File: src/rtl/ysyx_24100006_lsu_pkg.sv
// Shared constants, state type and alignment helper for the ysyx_24100006 load/store unit.
package ysyx_24100006_pkg;

  localparam int XLEN   = 32;
  localparam int MASK_W = 8;

  localparam logic [2:0] F3_B  = 3'b000;
  localparam logic [2:0] F3_H  = 3'b001;
  localparam logic [2:0] F3_W  = 3'b010;
  localparam logic [2:0] F3_BU = 3'b100;
  localparam logic [2:0] F3_HU = 3'b101;

  typedef enum logic [1:0] {
    IDLE,
    REQ,
    WAIT,
    RESP
  } lsu_state_t;

  // Halfwords must sit on even addresses, words on multiples of four.
  function automatic logic is_misaligned(input logic [2:0] funct3, input logic [1:0] addr_lo);
    logic mis;
    mis = 1'b0;
    case (funct3)
      F3_H, F3_HU: mis = addr_lo[0];
      F3_W:        mis = (addr_lo != 2'b00);
      default:     mis = 1'b0;
    endcase
    return mis;
  endfunction

endpackage

File: src/rtl/ysyx_24100006_lsu_align.sv
// Byte-lane steering: store mask/data shift toward memory, load extract and extend from memory.
module ysyx_24100006_lsu_align
  import ysyx_24100006_pkg::*;
(
  input  logic [2:0]        funct3,
  input  logic [1:0]        addr_lo,
  input  logic              is_write,
  input  logic [XLEN-1:0]   wdata,
  input  logic [XLEN-1:0]   rdata,
  output logic [MASK_W-1:0] wmask,
  output logic [XLEN-1:0]   wdata_lane,
  output logic [XLEN-1:0]   load_data
);

  logic [1:0]      byte_off;
  logic [3:0]      base_mask;
  logic [XLEN-1:0] rshift;

  // Halfword and word accesses drop the low address bits they cannot use.
  always_comb begin
    byte_off  = 2'b00;
    base_mask = 4'b1111;
    case (funct3)
      F3_B, F3_BU: begin
        byte_off  = addr_lo;
        base_mask = 4'b0001;
      end
      F3_H, F3_HU: begin
        byte_off  = {addr_lo[1], 1'b0};
        base_mask = 4'b0011;
      end
      default: ;
    endcase
  end

  assign wdata_lane = wdata << {byte_off, 3'b000};
  assign rshift     = rdata >> {byte_off, 3'b000};
  assign wmask      = is_write ? {4'b0000, base_mask << byte_off} : '0;

  always_comb begin
    load_data = rshift;
    case (funct3)
      F3_B:    load_data = {{24{rshift[7]}}, rshift[7:0]};
      F3_BU:   load_data = {24'h0, rshift[7:0]};
      F3_H:    load_data = {{16{rshift[15]}}, rshift[15:0]};
      F3_HU:   load_data = {16'h0, rshift[15:0]};
      default: ;
    endcase
  end

endmodule

File: src/rtl/ysyx_24100006_lsu.sv
// Blocking load/store unit, one transaction in flight: IDLE -> REQ -> WAIT -> RESP.
// Define YSYX_24100006_LSU_MISALIGN_TRAP_EN to trap misaligned H/W accesses via out_err.
module ysyx_24100006_lsu
  import ysyx_24100006_pkg::*;
(
  input  logic              clk,
  input  logic              rst_n,
  input  logic              in_valid,
  output logic              in_ready,
  input  logic              in_read,
  input  logic              in_write,
  input  logic [2:0]        in_funct3,
  input  logic [XLEN-1:0]   in_addr,
  input  logic [XLEN-1:0]   in_wdata,
  output logic              mem_req_valid,
  input  logic              mem_req_ready,
  output logic              mem_wen,
  output logic [XLEN-1:0]   mem_addr,
  output logic [XLEN-1:0]   mem_wdata,
  output logic [MASK_W-1:0] mem_wmask,
  input  logic              mem_resp_valid,
  input  logic [XLEN-1:0]   mem_rdata,
  output logic              out_valid,
  input  logic              out_ready,
  output logic [XLEN-1:0]   out_rdata,
  output logic              out_err
);

  lsu_state_t      state, state_nxt;
  logic            read_q, write_q;
  logic [2:0]      funct3_q;
  logic [XLEN-1:0] addr_q, wdata_q, rdata_q;
  logic [XLEN-1:0] load_data;
  logic            accept, has_mem_op, trap_in;

  assign in_ready   = (state == IDLE);
  assign accept     = in_valid & in_ready;
  assign has_mem_op = in_read | in_write;

`ifdef YSYX_24100006_LSU_MISALIGN_TRAP_EN
  logic err_q;

  assign trap_in = has_mem_op & is_misaligned(in_funct3, in_addr[1:0]);

  always_ff @(posedge clk or negedge rst_n) begin
    if (!rst_n) begin
      err_q <= 1'b0;
    end else if (accept) begin
      err_q <= trap_in;
    end
  end

  assign out_err = err_q;
`else
  assign trap_in = 1'b0;
  assign out_err = 1'b0;
`endif

  always_ff @(posedge clk or negedge rst_n) begin
    if (!rst_n) begin
      state <= IDLE;
    end else begin
      state <= state_nxt;
    end
  end

  // Requests with no memory work (or trapped ones) skip straight to the result.
  always_comb begin
    state_nxt = state;
    case (state)
      IDLE: if (in_valid) state_nxt = (!has_mem_op || trap_in) ? RESP : REQ;
      REQ:  if (mem_req_ready) state_nxt = WAIT;
      WAIT: if (mem_resp_valid) state_nxt = RESP;
      RESP: if (out_ready) state_nxt = IDLE;
      default: state_nxt = IDLE;
    endcase
  end

  always_ff @(posedge clk or negedge rst_n) begin
    if (!rst_n) begin
      read_q   <= 1'b0;
      write_q  <= 1'b0;
      funct3_q <= 3'b000;
      addr_q   <= '0;
      wdata_q  <= '0;
      rdata_q  <= '0;
    end else if (accept) begin
      read_q   <= in_read;
      write_q  <= in_write;
      funct3_q <= in_funct3;
      addr_q   <= in_addr;
      wdata_q  <= in_wdata;
      rdata_q  <= '0;
    end else if (state == WAIT && mem_resp_valid) begin
      rdata_q  <= read_q ? load_data : '0;
    end
  end

  assign mem_req_valid = (state == REQ);
  assign mem_wen       = write_q;
  assign mem_addr      = {addr_q[XLEN-1:2], 2'b00};
  assign out_valid     = (state == RESP);
  assign out_rdata     = rdata_q;

  ysyx_24100006_lsu_align u_align (
    .funct3     (funct3_q),
    .addr_lo    (addr_q[1:0]),
    .is_write   (write_q),
    .wdata      (wdata_q),
    .rdata      (mem_rdata),
    .wmask      (mem_wmask),
    .wdata_lane (mem_wdata),
    .load_data  (load_data)
  );

endmodule

File: config.mk
export PLATFORM = sky130hd
export DESIGN_NAME = ysyx_24100006_lsu
export DESIGN_NICKNAME = d
export VERILOG_FILES = /design/src/rtl/ysyx_24100006_lsu_pkg.sv /design/src/rtl/ysyx_24100006_lsu_align.sv /design/src/rtl/ysyx_24100006_lsu.sv
export SDC_FILE = /design/constraint.sdc
export NUM_CORES = 1
export LEC_CHECK = 0
export CORE_ASPECT_RATIO = 0.8
export CORE_MARGIN = 3
export CORE_UTILIZATION = 30
export CTS_CLUSTER_SIZE = 25
export DETAILED_ROUTE_END_ITERATION = 16
export PLACE_DENSITY = 0.69
export SYNTH_ARGS = -nofsm -noshare
export SYNTH_HDL_FRONTEND = slang
export SYNTH_SLANG_ARGS = --single-unit
File: constraint.sdc
create_clock -name clk -period 2.9 [get_ports clk]
set_clock_uncertainty 0.2 [all_clocks]
set_input_delay 0.29 -clock clk [delete_from_list [all_inputs] [get_ports clk]]
set_output_delay 0.29 -clock clk [all_outputs]
set_load 0.02 [all_outputs]
* After elaboration in Yosys (flattened, before gate mapping)
Cells that the tools add are included.
Operators by class: $add $sub $neg 0, $mul 0, div/mod/pow operators 0, $lt $le $gt $ge 0, equal/unequal tests 10, shifts and indexed selects 3, muxes and demuxes 13, bitwise operators 2, reductions and logical operators 7
Operators by type and width (count):
- 32-bit case mux with 4 select lines | 1
- 32-bit 2-to-1 mux | 3
- 32-bit by 5-bit left shift with 32-bit output | 1
- 32-bit by 5-bit right shift with 32-bit output | 1
- 2-bit 2-to-1 mux | 5
- 2-bit case mux with 4 select lines | 1
- 4-bit case mux with 2 select lines | 1
- 3-bit equality test (second input constant) | 2
- 2-bit equality test (second input constant) | 2
- 4-bit 2-to-1 mux | 1
- 2-bit by 1-bit != test with 1-bit output (second input constant) | 2
- 2-bit != test (second input constant) | 2
- 2-bit case mux with 2 select lines | 1
- 4-bit AND reduction | 1
- 2-bit OR reduction | 2
- 4-bit by 2-bit left shift with 4-bit output | 1
- 3-bit by 1-bit equality test with 1-bit output (second input constant) | 1
- 3-bit logical NOT | 1
- 2-bit by 1-bit equality test with 1-bit output (second input constant) | 1
- 2-bit logical NOT | 1
- 2-bit nonzero test | 1
- 1-bit bitwise AND | 1
- 1-bit logical AND | 1
- 1-bit OR | 1
Word-level totals: register bits 103, bits in latches 0, RAM bits 0, memory bits (read-only) 0, output and inout port bits 109, memories kept 0

* Depth between registers and ports, before layout
depth in word-level cells 8, depth in mapped cells 8, mapped depth without buffers 6

* By module
A second synthesis with hierarchy kept.
Second synthesis, totals: cells, all modules 455, area, all modules 5451.5 µm²
Modules (own cells, without submodules):
- ysyx_24100006_lsu | instances 1, cells each 272, area an instance 4161.5 µm², seq. area each 2577.5 µm²
- ysyx_24100006_lsu_align | instances 1, cells each 183, area an instance 1290.0 µm², seq. area each 0.0 µm²

* Worst setup path after synthesis
Ideal clock, no wire load.
path type register to output, start point reg funct3_q[0], end point out mem_wdata[16], arrival time 1.771 ns, required time 2.410 ns, path slack 0.639 ns, stages on the path, launching flop included 6, path buffers 3, cells stage by stage dfrtp_1 -> clkbuf_1 -> nor3b_1 -> clkbuf_1 -> clkbuf_1 -> o21ai_0
On the way: longest elaborated chain between the ends 4
RTL lines:
- start, declared | RTL line ysyx_24100006_lsu.sv:31 | logic [2:0] funct3_q;
- start signal, assigned | RTL line ysyx_24100006_lsu.sv:90 | funct3_q <= in_funct3;
- 3-bit by 1-bit equality test with 1-bit output (tied with other cells) | RTL line ysyx_24100006_lsu_align.sv:23 | case (funct3)
- 2-bit OR reduction | RTL line ysyx_24100006_lsu_align.sv:23
- 2-bit case mux with 2 select lines (*) | RTL line ysyx_24100006_lsu_align.sv:23
- 32-bit by 5-bit left shift with 32-bit output (*) | RTL line ysyx_24100006_lsu_align.sv:36 | assign wdata_lane = wdata << {byte_off, 3'b000};
- end, declared | RTL line ysyx_24100006_lsu.sv:19 | output logic [XLEN-1:0] mem_wdata,
Every way passes the cells marked *; elsewhere a longest branch is shown, timed or not.

* Worst setup path after layout
start point reg funct3_q[0], end point out mem_wdata[15]
The elaborated chain is that of the path after synthesis.

==> impl_metrics.yaml <==
outcome:
  status: "finished clean"
route:
  wl_per_cell_um: 18.14
  drt_iter0_markers: 250
  drc_errors: 0
  routed_via_density: 4.876
  ant_nets: 0
  firstDrtPassIters: 5
  vias: 4632
  drt-total-wl_mm: 17.23
cells_and_area:
  final_cell_mix: "194 x clkdlybuf4s50_1, 102 x dfrtp_1, 70 x mux2_2, 50 x nand2_1, 32 x a21oi_1"
  final_common_cell: "clkdlybuf4s50_1"
  n_antenna_cell: 0
  drive_gt1_frac: 0.1607
  area_delta_synth_final_pct: 45.18
  nFillCells: 1701
  finalNetCount: 809
floorplanning:
  initial_utilization: 0.3136
  die_h_um: 128.0
  die-area_um2: 20300
  die_w_um: 158.6
  core_region_area_um2: 17810
  io_pins: 216
  rows: 43
synthesis:
  synth_cell_type_count: 43
  synthCells: 533
  synthArstFlopShare: 1.000
  syn_avg_cell_area_um2: 10.48
  yosys_warnings: 0
  ys_seq_area_frac: 0.4615
  synth_seq_cells: 103
  syn_area_um2: 5585
  ys_dominant_reg_cell: "dfrtp_1"
  synth_edf_count: 0
grt:
  grt_pass1_vias: 4752
  grt_overflow_total: 0
  gr-usage-all-layers: 0.1693
  antenna_found_initial: 1
  grt_max_degree: 53
  grt_pass1_wl_mm: 26.58
sta:
  setup_slack_ns: 0.1198
  timing.hold.ws_ns: 0.2784
  min_period_ns: 2.780
  finalCritPeriodShare: 0.9587
  finalSetupViolations: 0
  fmax_ghz: 0.3597
  drv_slew: 0
  max_slew_margin: 0.5052
  tightest_slew_ns: 0.7422
  hold_viol_final: 0
setup_path:
  crit_type: "reg -> out"
  end_kind: "output port"
  cp-start-kind: "flop"
  crit_arrival_ns: 2.29
  worstPathRequired_ns: 2.41
  cp_max_fo: 31
worst_hold_path:
  min_path_type: "reg -> reg"
cts:
  cts_buffers: 9
  clk_latency_ns: 0.34
  clkTransAtPathRegs_ns: 0.07
  cts.htree.levels: 3
  cts_tree: "yes"
  cts_sinks: 103
  cts_buffer_depth: 2
  root_buffer: "clkbuf_16"
power_and_ir_drop:
  powerDensity_nw_per_um2: 1210
  ir_drop_v: 0.0007203
  fin_total_pwr_mw: 9.809
  p_leak_nw: 3.529
place:
  preCtsSetupSlack_ns: 0.3422
  dp_hpwl_mm: 12.61
  gp_congestion: 0.8904
  port_buffers: 208
run:
  drv_cap: 0
[worst paths after layout]
check / to / slack (ns) / depth (start not counted) / startpoint
worst max-delay path: mem_wdata[15] / 0.12 / 6 / funct3_q[0]$_DFFE_PN0P_
min in group asynchronous: out_rdata[13]$_DFFE_PN0P_ / 0.36 / 2 / rst_n
worst min-delay path: out_rdata[11]$_DFFE_PN0P_ / 0.28 / 2 / out_rdata[11]$_DFFE_PN0P_
max in group asynchronous: funct3_q[1]$_DFFE_PN0P_ / 1.40 / 3 / rst_n
worst min register to register: out_rdata[11]$_DFFE_PN0P_ / 0.28 / 2 / out_rdata[11]$_DFFE_PN0P_
worst max register to register: out_rdata[13]$_DFFE_PN0P_ / 0.56 / 5 / funct3_q[1]$_DFFE_PN0P_
[synthesized netlist by cell type (3+ instances only)]
cell / instances / share of area
dfrtp_1: 103 / 0.46
o211ai_1: 3 / 0.0040
buf_2: 3 / 0.0027
mux2i_1: 18 / 0.032
clkbuf_1: 30 / 0.020
buf_1: 7 / 0.0047
mux2_2: 70 / 0.14
and3b_1: 12 / 0.019
nor2_1: 8 / 0.0054
nor2b_1: 4 / 0.0045
nand3_1: 19 / 0.017
o21ai_0: 10 / 0.0090
buf_4: 38 / 0.051
nand2_1: 51 / 0.034
nand2b_1: 17 / 0.019
ha_1: 4 / 0.0090
and3_1: 18 / 0.020
o31ai_1: 6 / 0.0081
a211oi_1: 23 / 0.031
a21oi_1: 32 / 0.029
a22oi_1: 17 / 0.023
inv_1: 8 / 0.0054
nand3b_1: 3 / 0.0040
a22o_1: 8 / 0.013
[per-stage QoR]
stage / setup TNS (ns) / utilization / std cells / cell area, um^2
after floorplan: 0 / - / 539 / 5608
after global placement: 0 / 0.4348 / 933 / 7744
after detailed placement: 0 / 0.4348 / 933 / 7744
after CTS: 0 / 0.4537 / 950 / 8080
after global routing: -0.0003930 / 0.4554 / 950 / 8109
final: 0 / 0.4554 / 950 / 8109
[critical path: stages, from the launching register on]
cell	delay (ns)
dfrtp_1	0.38
buf_4	0.17
nor3b_2	0.25
buf_12	0.22
nand2_1	0.08
a21oi_1	0.18
clkdlybuf4s50_1	0.65
[power breakdown]
part           switching, mW  total [mW]  internal, mW
logic                   3.05        5.86          2.81
registers              0.481        2.59          2.11
clock network          0.568        1.35         0.787
[registers in the layout, summed over array words and instances (netlist names)]
signal / count
addr_q: 32
funct3_q: 3
mem_wen: 1
out_rdata: 32
read_q: 1
state: 2
wdata_q: 32
[repair_timing]
action | 4_1_cts | 5_1_grt
gates resized for setup | 5 | 11
setup endpoints to repair | 13 | 12
hold buffers | 1 | 0
setup buffers | 0 | 0
hold endpoints to repair | 51 | 0
[cell families after synthesis]
logic type	after synthesis	share of synthesized area
flops	103	0.4615
mux	88	0.1734
fa+ha+maj	4	0.008961
other cells	1	0.0006714
compound gates	110	0.1355
buf+inv	86	0.08401
simple gates	141	0.1360
[routing by layer]
layer,GRT usage,vias to the layer above,share of wire,wire [um]
met5,0,-,0.0012,20
met4,0.03642,2,0.0036,62
met3,0.06547,6,0.10,1766
met2,0.2705,172,0.47,8134
met1,0.2182,2262,0.42,7248
li1,-,2190,-,-
[cell type report]
type	count	area, um^2	area share
clock inverters	4	77.57	0.009566
flip-flops and latches	103	2579	0.3180
repair buffers	226	2283	0.2816
inverters	8	30.03	0.003703
well taps	247	309.0	0.03811
multi-input cells	350	2584	0.3186
clock buffers	12	246.5	0.03040
Note: power is estimated with default switching activity, not from simulation.
